--- src/rtl/frame_scheduler.sv ---
// Per-frame task sequencer: on the trigger line it starts up to four tasks in order and waits for each one's done.
// Define FRAME_SCHEDULER_TIMEOUT_EN to add a per-task watchdog that flags and skips a stalled task.
module frame_scheduler #(
  parameter int unsigned TRIGGER_LINE   = 515,
  parameter int unsigned TIMEOUT_CYCLES = 20000
) (
  input  logic        clk,
  input  logic        rst,
  input  logic [15:0] h_pos,
  input  logic [15:0] v_pos,
  input  logic [3:0]  task_en,
  input  logic [3:0]  done_i,
  input  logic        err_clr,
  output logic [3:0]  start_o,
  output logic        busy,
  output logic        frame_done,
  output logic [15:0] frame_cnt,
  output logic        overrun,
  output logic [3:0]  timeout_err
);

  typedef enum logic [1:0] {IDLE, SEL, WAIT, DONE} state_t;

  state_t      state_q, state_d;
  logic [1:0]  slot_q, slot_d;
  logic [15:0] frame_cnt_q, frame_cnt_d;
  logic        overrun_q, overrun_d;
  logic        trig;
  logic        tmo_hit;

  if (TIMEOUT_CYCLES < 2) begin : g_timeout_range
    $error("frame_scheduler: TIMEOUT_CYCLES must be at least 2");
  end

  assign trig = (h_pos == 16'd0) && (v_pos == 16'(TRIGGER_LINE));

`ifdef FRAME_SCHEDULER_TIMEOUT_EN
  localparam int unsigned TW = $clog2(TIMEOUT_CYCLES);

  logic [TW-1:0] tmo_cnt_q, tmo_cnt_d;
  logic [3:0]    tmo_err_q, tmo_err_d;

  // Watchdog fires only when the current task's done is absent, so a same-cycle done wins.
  assign tmo_hit = (state_q == WAIT) && !done_i[slot_q] &&
                   (tmo_cnt_q == TW'(TIMEOUT_CYCLES - 1));

  always_comb begin
    tmo_cnt_d = tmo_cnt_q;
    tmo_err_d = tmo_err_q;
    if (err_clr) tmo_err_d = 4'b0000;
    if (state_q == SEL) tmo_cnt_d = '0;
    else if (state_q == WAIT) tmo_cnt_d = tmo_cnt_q + TW'(1);
    if (tmo_hit) tmo_err_d[slot_q] = 1'b1;
  end

  always_ff @(posedge clk or posedge rst) begin
    if (rst) begin
      tmo_cnt_q <= '0;
      tmo_err_q <= 4'b0000;
    end else begin
      tmo_cnt_q <= tmo_cnt_d;
      tmo_err_q <= tmo_err_d;
    end
  end

  assign timeout_err = tmo_err_q;
`else
  assign tmo_hit     = 1'b0;
  assign timeout_err = 4'b0000;
`endif

  always_comb begin
    state_d     = state_q;
    slot_d      = slot_q;
    frame_cnt_d = frame_cnt_q;
    start_o     = 4'b0000;
    overrun_d   = overrun_q;
    if (err_clr) overrun_d = 1'b0;
    if (trig && (state_q != IDLE)) overrun_d = 1'b1;
    case (state_q)
      IDLE: begin
        if (trig) begin
          slot_d  = 2'd0;
          state_d = SEL;
        end
      end
      SEL: begin
        if (task_en[slot_q]) begin
          start_o[slot_q] = 1'b1;
          state_d         = WAIT;
        end else if (slot_q == 2'd3) begin
          state_d = DONE;
        end else begin
          slot_d = slot_q + 2'd1;
        end
      end
      WAIT: begin
        if (done_i[slot_q] || tmo_hit) begin
          if (slot_q == 2'd3) begin
            state_d = DONE;
          end else begin
            slot_d  = slot_q + 2'd1;
            state_d = SEL;
          end
        end
      end
      DONE: begin
        frame_cnt_d = frame_cnt_q + 16'd1;
        state_d     = IDLE;
      end
      default: state_d = IDLE;
    endcase
  end

  always_ff @(posedge clk or posedge rst) begin
    if (rst) begin
      state_q     <= IDLE;
      slot_q      <= 2'd0;
      frame_cnt_q <= 16'd0;
      overrun_q   <= 1'b0;
    end else begin
      state_q     <= state_d;
      slot_q      <= slot_d;
      frame_cnt_q <= frame_cnt_d;
      overrun_q   <= overrun_d;
    end
  end

  assign busy       = (state_q != IDLE);
  assign frame_done = (state_q == DONE);
  assign frame_cnt  = frame_cnt_q;
  assign overrun    = overrun_q;

endmodule
--- config.mk ---
export PLATFORM = sky130hd
export DESIGN_NAME = frame_scheduler
export DESIGN_NICKNAME = d
export VERILOG_FILES = /design/src/rtl/frame_scheduler.sv
export SDC_FILE = /design/constraint.sdc
export NUM_CORES = 1
export LEC_CHECK = 0
export CORE_ASPECT_RATIO = 1.2
export CORE_MARGIN = 3
export CORE_UTILIZATION = 41
export CTS_CLUSTER_SIZE = 28
export DETAILED_ROUTE_END_ITERATION = 7
export PLACE_DENSITY = 0.82
export SLEW_MARGIN = 25
export SYNTH_ARGS = -nofsm -noshare
export SYNTH_HDL_FRONTEND = slang
export SYNTH_SLANG_ARGS = --single-unit
--- constraint.sdc ---
create_clock -name clk -period 4.6 [get_ports clk]
set_clock_uncertainty 0.05 [all_clocks]
set_input_delay 0.92 -clock clk [delete_from_list [all_inputs] [get_ports clk]]
set_output_delay 0.92 -clock clk [all_outputs]
set_load 0.05 [all_outputs]
Yosys cells after proc, flatten, opt, wreduce, memory -nomap -nowiden
Cells that the tools add are included.

word-level totals
  register bits after elaboration = 21
  bits of input ports = 43
  output and inout bits = 27
  logic and storage cells = 48

cells by class
  add/subtract/negate cells = 2
  order comparisons = 2
  equality and inequality tests = 9
  multiplexer cells = 21
  reduce and logical (&&, ||, !) cells = 10

operators with widths
  kind                     count
  $mux W2                  9
  $add A16 B1 Y16 const B  1
  $eq A16 B10 Y1 const B   1
  $logic_not A16 Y1        1
  $mux W4                  2
  $pmux W2 S4              1
  $eq A2 B2 Y1 const B     3
  $ne A2 B2 Y1 const B     3
  $pmux W2 S3              1
  $mux W1                  5
  $bmux W1 S2              2
  $reduce_and A4 Y1        1
  $reduce_bool A2 Y1       2
  $logic_and A1 B1 Y1      3
  $lt A2 B3 Y1 const B     1
  $ne A3 B3 Y1 const B     1
  $reduce_and A3 Y1        1
  $reduce_bool A3 Y1       1
  $add A2 B1 Y2 const B    1
  $demux W1 S2             1
  $eq A2 B1 Y1 const B     1
  $ge A2 B1 Y1 const B     1
  $logic_not A2 Y1         1

Logic depth before layout (Yosys ltp)
  depth in word-level cells = 6
  mapped depth = 7
  depth with buffers taken out = 7

Worst setup path after synthesis
Ideal clock, no wire load.

  kind = input to output
  start = input task_en[3]
  end = output start_o[0]
  data arrival time = 1759 ps
  data required time = 3630 ps
  slack = 1871 ps
  stages = 3
  path buffers = 0
  cell sequence = mux2i_1 mux2i_1 and3_1

between the ends
  longest elaborated chain between the ends = 4

RTL lines
  element                        RTL line  RTL
  start, declared                11        input logic [3:0] task_en,
  $bmux W1 S2                    88        if (task_en[slot_q]) begin
  $mux W1 (implied by the code)  88
  $mux W4                        88
  $mux W4                        80        case (state_q)
  end, declared                  14        output logic [3:0] start_o,

Every way passes these cells. The select of a mux whose other input is x is not followed.

Worst setup path after layout
  start = input task_en[1]
  end = output start_o[1]

The elaborated chain is that of the path after synthesis.

==> flow_summary.ini <==
[status]
status = finished clean

[clock_tree]
root_buffer = clkbuf_4
cts_buffers = 3
clockBufferDepth = 2
cts_tree = done
cts_hold_buf = 0
cts_resized = 0
post_cts_buffers = 0
cts.sinks = 21
cts_max_level = 1
clkLatencyLatePin_ps = 300
clk_pin_slew_worst_paths_ps = 110

[floorplanning]
die_w_um = 56.48
core_sq_um = 2864
fp.dieH_um = 66.58
top_level_ports = 70
rows = 21
initial_core_util_pct = 43.77
die_area_sq_um = 3760

[synthesis]
synth_enable_flop_cells = 0
synth_area_sq_um = 1254
synth_ff_type = dfrtp_1
ys_warn_count = 0
ys_seq_area_share_pct = 41.92
syn-instance-count = 121
synth_cell_type_count = 30
ys_ff_latch = 21
async_flop_share_pct = 100.0
synth_area_per_cell_sq_um = 10.36

[timing]
drv_slew = 0
hold_violations = 0
worstMarginPinSlew_ps = 780.1
setup_viol = 0
timing.final.crit_share_pct = 82.60
rsz0062_at_grt = no
fmax_mhz = 263.2
holdWs_ps = 434.5
relSlewSlack_pct = 47.93
period_needed_ps = 3799
setup_tns_ps = 0

[final_layout]
syn_to_final_growth_pct = 55.49
final_nets = 241
diodes = 0
final_area_sq_um = 1949
drive_above_1_share_pct = 4.255
nFillCells = 245

[routing]
wl_mm = 3.423
wire_per_inst_um = 15.42
via_count = 1144
viasPerCell = 5.153
postRouteAntennaNets = 0
drtPass1Iterations = 4
route.detailed.drc = 0
drt-initial-drc-count = 15

[critical_path]
cp_max_fo = 6
cp.required_ps = 3630
r2r_slack_ps = 2670
crit_type = in -> out
path_cells = clkdlybuf4s50_1 -> mux2i_1 -> mux2i_1 -> and3_1 -> clkdlybuf4s50_1
crit_buf_inv = 2
endpoint_kind = output port
cpMaxStageDelayCell = clkdlybuf4s50_1
crit_arrival_ps = 2830
cpPeakStageDelay_ps = 800
critical-path-top-delay-family = buffers and inverters
cp-start-kind = input pin

[placed_design]
gp_congestion = 0.7530
postPlaceCellArea_sq_um = 1923
hpwl_mm = 2.910
port_buffers = 65

[min_path]
worstHoldPathType = reg -> reg

[power_and_ir_drop]
power_switching_share_pct = 22.29
comb_power_share_pct = 15.7
p_clk_share_pct = 27.3
peakVddDrop_uv = 163.4
power.leakage_nw = 0.8605
p_sw_w = 0.00007218
powerDensity_nw_per_um2 = 166.1
power.internal_w = 0.0002516
pwr-share-seq_pct = 57.0

[global_routing]
grt_pass1_vias = 1171
antenna_found_initial = 0
grt_pass1_wl_mm = 5.630
grt_use_total_pct = 19.42
grt_max_degree = 22
overflow = 0

[flow_run]
cap_violations = 0
[worst paths after layout]
check,start,to,cells past startpoint
max,task_en[1],start_o[1],5
min,frame_cnt[15]$_DFFE_PP0P_,frame_cnt[15]$_DFFE_PP0P_,1
max reg2reg,state_q[1]$_DFFE_PP0P_,frame_cnt[13]$_DFFE_PP0P_,6
min reg2reg,frame_cnt[15]$_DFFE_PP0P_,frame_cnt[15]$_DFFE_PP0P_,1
max in group asynchronous,rst,frame_cnt[8]$_DFFE_PP0P_,2
min in group asynchronous,rst,frame_cnt[14]$_DFFE_PP0P_,2
[power groups by stage]
| stage | clock, W | combinational [W] | sequential [W] |
|---|---|---|---|
| after floorplan | 0 | 0.0000165 | 0.000188 |
| after global placement | 0 | 0.0000498 | 0.000188 |
| after detailed placement | 0 | 0.0000512 | 0.000188 |
| after CTS | 0.0000906 | 0.0000513 | 0.000185 |
| after global routing | 0.000101 | 0.0000542 | 0.000185 |
| final | 0.0000884 | 0.0000508 | 0.000185 |
[cell families (layout without fill, tap and decap cells)]
group | count (synthesis) | in the layout | synth area share, %
fa+ha+maj | 9 | 9 | 8.982
simple gates | 46 | 46 | 20.26
compound gates | 8 | 8 | 6.186
mux | 8 | 8 | 6.687
xor+xnor | 15 | 15 | 10.48
other cells | 1 | 4 | 0.2991
buf+inv | 13 | 77 | 5.189
flops | 21 | 21 | 41.92
[cell usage in the layout, fill, tap and decap left out, drive strengths merged, types with 3 or more instances in the layout]
| cell | n |
|---|---|
| and3 | 8 |
| clkbuf | 4 |
| clkdlybuf4s50 | 65 |
| conb | 4 |
| dfrtp | 21 |
| ha | 9 |
| inv | 8 |
| mux2 | 3 |
| mux2i | 5 |
| nand2 | 10 |
| nand3 | 7 |
| nand4 | 5 |
| nor4 | 6 |
| xnor2 | 12 |
| xor2 | 3 |
[synth_stat cells, drive strengths merged, types with 2 or more instances]
cell type / n / area, sq um
dfrtp: 21 / 525.5
xnor2: 12 / 105.1
nand2: 10 / 37.54
ha: 9 / 112.6
and3: 8 / 50.05
inv: 8 / 30.03
nand3: 7 / 35.03
nor4: 6 / 37.54
buf: 5 / 35.03
mux2i: 5 / 50.05
nand4: 5 / 31.28
mux2: 3 / 33.78
xor2: 3 / 26.28
a31oi: 2 / 12.51
and2: 2 / 12.51
nor2: 2 / 7.510
nor2b: 2 / 12.51
[stage by stage]
stage / power (W) / cells / util (%) / setup slack, ps
2_1_floorplan: 0.0002046 / 124 / - / 1871
3_3_place_gp: 0.0002379 / 218 / 67.15 / 839.5
3_5_place_dp: 0.0002393 / 218 / 67.15 / 785.1
4_1_cts: 0.0003264 / 222 / 68.06 / 785.1
5_1_grt: 0.0003397 / 222 / 68.06 / 650.1
6_report: 0.0003238 / 222 / 68.06 / 800.6
[flip-flops by register name, indices dropped and copies added, names as in the netlist]
register / count
frame_cnt: 16
slot_q: 2
state_q: 2
overrun: 1
[final cells by class]
class                   instances  area, sq um  share of cell area, %
inverters                       8        30.03                  1.540
well taps                      34        42.54                  2.182
repair buffers                 65        650.6                  33.38
flip-flops and latches         21        525.5                  26.96
clock buffers                   4        26.28                  1.348
multi-input cells              90        674.4                  34.60
[routing by layer]
| layer | wire length (um) | global-route usage, % |
|---|---|---|
| met3 | 124 | 4.070 |
| met1 | 1203 | 20.29 |
| met2 | 1976 | 36.99 |
| met4 | 119 | 8.309 |
| met5 | 0 | 0 |
No activity file was read; power rests on OpenSTA's default activity.
